### src/rtl/sd_pkg.sv
// Shared types and constants for the serial sequence generator/detector family.
package sd_pkg;

  typedef enum logic [1:0] {
    SG_IDLE  = 2'b00,
    SG_SHIFT = 2'b01,
    SG_GAP   = 2'b10
  } sg_state_e;

  localparam logic [3:0] SD_PAT_1001 = 4'b1001;

endpackage

### src/rtl/sd_shift_out.sv
// Parallel-load rotating shift register with a registered MSB-first serial output.
// The stored pattern rotates back to its loaded value after PAT_W shifts, so repeats need no reload.
module sd_shift_out #(
  parameter int unsigned PAT_W = 4
) (
  input  logic             clk,
  input  logic             reset,
  input  logic             load,
  input  logic             shift,
  input  logic [PAT_W-1:0] pat,
  output logic             dout
);

  logic [PAT_W-1:0] sr;

  always_ff @(posedge clk or posedge reset) begin
    if (reset) begin
      sr   <= '0;
      dout <= 1'b0;
    end else if (load) begin
      sr   <= {pat[PAT_W-2:0], pat[PAT_W-1]};
      dout <= pat[PAT_W-1];
    end else if (shift) begin
      sr   <= {sr[PAT_W-2:0], sr[PAT_W-1]};
      dout <= sr[PAT_W-1];
    end else begin
      dout <= 1'b0;
    end
  end

endmodule

### src/rtl/sd_seq_gen.sv
// Serial pattern generator: loads a pattern plus repeat count and shifts it out MSB-first.
// Define SD_IDLE_GAP_EN to insert GAP_LEN idle cycles between repeats.
module sd_seq_gen
  import sd_pkg::*;
#(
  parameter int unsigned PAT_W   = 4,
  parameter int unsigned CNT_W   = 4,
  parameter int unsigned GAP_LEN = 2
) (
  input  logic             clk,
  input  logic             reset,
  input  logic             load_valid,
  output logic             load_ready,
  input  logic [PAT_W-1:0] pat_in,
  input  logic [CNT_W-1:0] rep_in,
  input  logic             abort,
  output logic             dout,
  output logic             dout_valid,
  output logic             busy,
  output logic             done
);

  localparam int unsigned    BW      = $clog2(PAT_W);
  localparam logic [BW-1:0]  IDX_MAX = BW'(PAT_W - 1);

  sg_state_e        state, state_n;
  logic [BW-1:0]    bit_idx, bit_idx_n;
  logic [CNT_W-1:0] reps_left, reps_left_n;
  logic             sr_load, sr_shift, done_n;

`ifdef SD_IDLE_GAP_EN
  localparam int unsigned GW = (GAP_LEN > 1) ? $clog2(GAP_LEN) : 1;
  logic [GW-1:0] gap_cnt, gap_cnt_n;
`endif

  sd_shift_out #(.PAT_W(PAT_W)) u_shift (
    .clk   (clk),
    .reset (reset),
    .load  (sr_load),
    .shift (sr_shift),
    .pat   (pat_in),
    .dout  (dout)
  );

  always_comb begin
    state_n     = state;
    bit_idx_n   = bit_idx;
    reps_left_n = reps_left;
    sr_load     = 1'b0;
    sr_shift    = 1'b0;
    done_n      = 1'b0;
`ifdef SD_IDLE_GAP_EN
    gap_cnt_n   = gap_cnt;
`endif
    case (state)
      SG_IDLE: begin
        if (load_valid) begin
          state_n     = SG_SHIFT;
          bit_idx_n   = IDX_MAX;
          reps_left_n = (rep_in == '0) ? CNT_W'(1) : rep_in;
          sr_load     = 1'b1;
        end
      end
      SG_SHIFT: begin
        if (abort) begin
          state_n     = SG_IDLE;
          bit_idx_n   = '0;
          reps_left_n = '0;
        end else if (bit_idx != '0) begin
          bit_idx_n = bit_idx - BW'(1);
          sr_shift  = 1'b1;
        end else if (reps_left > CNT_W'(1)) begin
          reps_left_n = reps_left - CNT_W'(1);
          bit_idx_n   = IDX_MAX;
`ifdef SD_IDLE_GAP_EN
          state_n     = SG_GAP;
          gap_cnt_n   = GW'(GAP_LEN - 1);
`else
          sr_shift    = 1'b1;
`endif
        end else begin
          state_n     = SG_IDLE;
          reps_left_n = '0;
          done_n      = 1'b1;
        end
      end
`ifdef SD_IDLE_GAP_EN
      SG_GAP: begin
        if (abort) begin
          state_n     = SG_IDLE;
          bit_idx_n   = '0;
          reps_left_n = '0;
          gap_cnt_n   = '0;
        end else if (gap_cnt == '0) begin
          state_n  = SG_SHIFT;
          sr_shift = 1'b1;
        end else begin
          gap_cnt_n = gap_cnt - GW'(1);
        end
      end
`endif
      default: state_n = SG_IDLE;
    endcase
  end

  // Flags are registered from the next-state decode so they line up with the registered dout.
  always_ff @(posedge clk or posedge reset) begin
    if (reset) begin
      state      <= SG_IDLE;
      bit_idx    <= '0;
      reps_left  <= '0;
      dout_valid <= 1'b0;
      busy       <= 1'b0;
      done       <= 1'b0;
      load_ready <= 1'b1;
`ifdef SD_IDLE_GAP_EN
      gap_cnt    <= '0;
`endif
    end else begin
      state      <= state_n;
      bit_idx    <= bit_idx_n;
      reps_left  <= reps_left_n;
      dout_valid <= (state_n == SG_SHIFT);
      busy       <= (state_n != SG_IDLE);
      done       <= done_n;
      load_ready <= (state_n == SG_IDLE);
`ifdef SD_IDLE_GAP_EN
      gap_cnt    <= gap_cnt_n;
`endif
    end
  end

endmodule
### config.mk
export PLATFORM = sky130hd
export DESIGN_NAME = sd_seq_gen
export DESIGN_NICKNAME = d
export VERILOG_FILES = /design/src/rtl/sd_pkg.sv /design/src/rtl/sd_shift_out.sv /design/src/rtl/sd_seq_gen.sv
export SDC_FILE = /design/constraint.sdc
export NUM_CORES = 1
export LEC_CHECK = 0
export BUFFER_PORTS_ARGS = -buffer_cell sky130_fd_sc_hd__buf_2
export CAP_MARGIN = 20
export CORE_MARGIN = 2
export CORE_UTILIZATION = 34
export DETAILED_ROUTE_END_ITERATION = 10
export SLEW_MARGIN = 20
export SYNTH_ARGS = -nofsm -noshare
export SYNTH_HDL_FRONTEND = slang
export SYNTH_HIERARCHICAL = 1
export SYNTH_SLANG_ARGS = --single-unit
### constraint.sdc
create_clock -name clk -period 2.2 [get_ports clk]
set_clock_uncertainty 0.05 [all_clocks]
set_input_delay 0.44 -clock clk [delete_from_list [all_inputs] [get_ports clk]]
set_output_delay 0.44 -clock clk [all_outputs]
set_load 0.005 [all_outputs]
==> impl_results.md <==
- R2r endpoint: u_shift/sr[3]
- Fin crit share: approximately nine tenths
- Leakage: between 0.5 and 0.6 nW
- CP cell instances: inv_1 -> ha_1 -> nor2_1 -> or4b_4 -> and2_1 -> mux2i_1 -> o21ai_1
- Clock power share: a little under a quarter
- Clock sinks: 17
- Row count: 18
- Post-DRT Antenna Nets: 0
- Antenna violations before repair: 0
- Netlist cell types: 32
- Port buffer count: 16
- Syn_area_per_cell: a little over 10 um2
- Fraction of layout cells with a size suffix above 1: about a quarter
- Via count: approximately 680
- Detailed-route DRC error count: 0
- Comb power frac: 21.8%
- Cell Area, Synth: between 800 and 900 um2
- CTS max path bufs: 2
- Critical path type: reg2reg
- Sequential fraction of the synthesis area: about 48%
- Die Ht: approximately 55 um
- # resized after CTS: 0
- Power Density: around 700 nW/um2
- Vias in the first global route: 712
- Area of placed instances: about 990 um2
- H-tree level count: 1
- R2R Setup Slk: roughly 0.25 ns
- Setup TNS: 0 ns
- WL final: between 1.5 and 2 mm
- Crit-path slowest cell: or4b_4
- Number of synthesized flops with an enable pin: 0
- Largest cells by area after synthesis: dfrtp_1 (45%), mux2i_1 (4.5%), o21ai_1 (4.5%)
- First-pass GRT wire length: roughly 2.9 mm
- Setup violators final: 0
- Cell with the most instances after synthesis: dfrtp_1
- Worst path depth: 7
- Max transition margin: around two thirds
- Peak Freq: approximately 0.51 GHz
- Postcts setup bufs: 0
- Grt ovf: 0
- Post-synthesis cell count: slightly below 90
- Reg2Reg Depth: 7
- Sw Share: 29.9%
- Yosys warnings: 6
- Peak supply drop: ~0.39 mV
- CTS tree: yes
- Post-synth ARST share: 100%
- Min cycle time layout: 1.95 ns
- Synth area leader: dfrtp_1
- Fin. Hold Viols: 0
- # IOs: 17
- Final slew viol count: 0
- Commonest cells in the netlist: dfrtp_1 (16), nand2_1 (8), o21ai_1 (8)
- Initial Util: approximately 36%
- Detailed Routing Iterations Pass 1: 4
- Worst path required time: ~2.3 ns
- Worst Path Buf+Inv: 1
- Delay-heaviest family, CP: simple AND/OR/NAND/NOR gates
- RSZ-0062 raised after global routing: no
- Initial DRC Count: 7
- Filler cells: around 260
- Post-DP HPWL: 1.28 mm
- DIE AREA: 3060 um2
- GRT Util Overall: between 10% and 20%
- Switching power: ~0.00021 W
- CP startpoint: reps_left[0]
- Worst r2r src: reps_left[0]
- Final net count: 123
- Status: completed
- MaxCap Viol Count: 0
- Largest net degree at the start of global routing: 15
- Clock-pin transition on the worst setup and hold timing paths: roughly 0.10 ns
- Area Overhead vs Synth: 15.1%
- Internal power: 0.000505 W
- Design area: slightly above 1000 um2
- Post-synth top area share: roughly 45%
- Core Area: between 2000 and 2500 um2
- Min-Delay Path Class: in2reg
- FF+latch area: 427 um2
- Startpoint Class: flip-flop
- Die Span X: about 55 um
- Critical Path Sink: u_shift/sr[3]
- Wirelength per Cell: ~11 um
- Placer Congestion: approximately 0.86
- Crit end category: flip-flop
- Worst Path Max Fanout: 8
- CTS Buf Count: 3
- Area of the multi-input gates: slightly above 400 um2
- Vias per cell: 4.93
- Seq pwr share: between 50% and 60%
- Synth Flop Type: dfrtp_1
- Root Driver: clkbuf_4
- Clk_lat worst skew: 0.29 ns
- #FFs+latches synth: 17
- Diode count: 0
- Net Count, Synth: about 100
- Worst endpoint data arrival time: about 2.1 ns
- CTS Hold Bufs: 1
- Worst Tran Pin Value: between 0.5 and 0.6 ns
- CP peak stage delay: about 0.54 ns
kinds of logic (layout without fill, tap and decap cells):
kind of cell               count (synthesis)  in the layout  share of synthesized area, %
AOI/OAI and AO/OA                         24             24                          19.0
adders and majority gates                  3              3                          4.20
buffers and inverters                     10             29                          6.01
DFF                                       17             17                          47.7
muxes                                      4              4                          4.48
other                                      1              1                         0.419
and+or+nand+nor                           29             29                          18.2
layout make-up:
class	count	area share [%]
clock buffer	3	2.19
clock inverter	1	0.486
inverter	7	2.55
multi-input combinational	61	40.2
sequential	17	41.4
tap	30	3.65
timing repair buffer	18	9.48
layout by cell type (no fill, tap or decap), drive strengths merged:
| cell type | synthesis | final |
|---|---|---|
| a21o | 3 | 3 |
| a21oi | 4 | 4 |
| a22o | 1 | 1 |
| a2bb2oi | 2 | 2 |
| and2 | 1 | 1 |
| buf | 2 | 17 |
| clkbuf | 1 | 3 |
| clkinv | 0 | 1 |
| conb | 1 | 1 |
| dfrtp | 16 | 16 |
| dfstp | 1 | 1 |
| dlygate4sd3 | 0 | 1 |
| ha | 3 | 3 |
| inv | 7 | 7 |
| mux2i | 4 | 4 |
| nand2 | 8 | 8 |
| nand2b | 2 | 2 |
| nor2 | 7 | 7 |
| nor2b | 1 | 1 |
| nor3 | 4 | 4 |
| nor3b | 3 | 3 |
| o211a | 1 | 1 |
| o21a | 1 | 1 |
| o21ai | 10 | 10 |
| o31ai | 1 | 1 |
| o32ai | 1 | 1 |
| or3 | 1 | 1 |
| or3b | 1 | 1 |
| or4b | 1 | 1 |
flip-flops by register name (all words and copies together), names as in the netlist:
| signal | flops |
|---|---|
| done | 1 |
| bit_idx | 2 |
| state | 2 |
| busy | 1 |
| u_shift/dout | 1 |
| reps_left | 4 |
| u_shift/sr | 4 |
| load_ready | 1 |
| dout_valid | 1 |
tightest hold or removal path, cell delays in order:
cell and delay (ns):
buf_2 0.08, nand2_1 0.03, o21ai_1 0.06
how the worst min path moves through the flow:
stage / from / depth (start not counted) / to / slack, ns
floorplan: reset / 1 / u_shift/dout / 0.17
global placement: reset / 2 / u_shift/sr[0] / 0.30
detailed placement: reset / 2 / u_shift/sr[0] / 0.31
CTS: pat_in[1] / 3 / u_shift/sr[2] / 0.30
global route: pat_in[1] / 3 / u_shift/sr[2] / 0.29
finish: pat_in[1] / 3 / u_shift/sr[2] / 0.30
metal layers:
metal	vias to the layer above	wire [um]	GRT usage (%)
met1	323	719	14.5
li1	340	-	-
met3	4	46	3.04
met4	0	21	4.18
met2	8	775	20.2
met5	-	0	0
metrics by stage:
step / hold slack (ns) / util [%] / std cells / setup WS [ns] / power (W)
2_1_floorplan: 0.169 / - / 88 / 0.276 / 0.000515
3_3_place_gp: 0.300 / 40.1 / 132 / 0.286 / 0.000556
3_5_place_dp: 0.314 / 40.1 / 132 / 0.271 / 0.000562
4_1_cts: 0.297 / 41.6 / 137 / 0.260 / 0.000733
5_1_grt: 0.294 / 41.6 / 137 / 0.156 / 0.000776
6_report: 0.304 / 41.6 / 137 / 0.253 / 0.000720
power by group through the flow:
stage	Clock, W	Combinational, W	Sequential, W
floorplan	0	0.000120	0.000394
global placement	0	0.000155	0.000401
detailed placement	0	0.000159	0.000403
CTS	0.000175	0.000161	0.000397
global route	0.000190	0.000181	0.000405
finish	0.000167	0.000157	0.000396
Note: power is estimated with default switching activity, not from simulation.
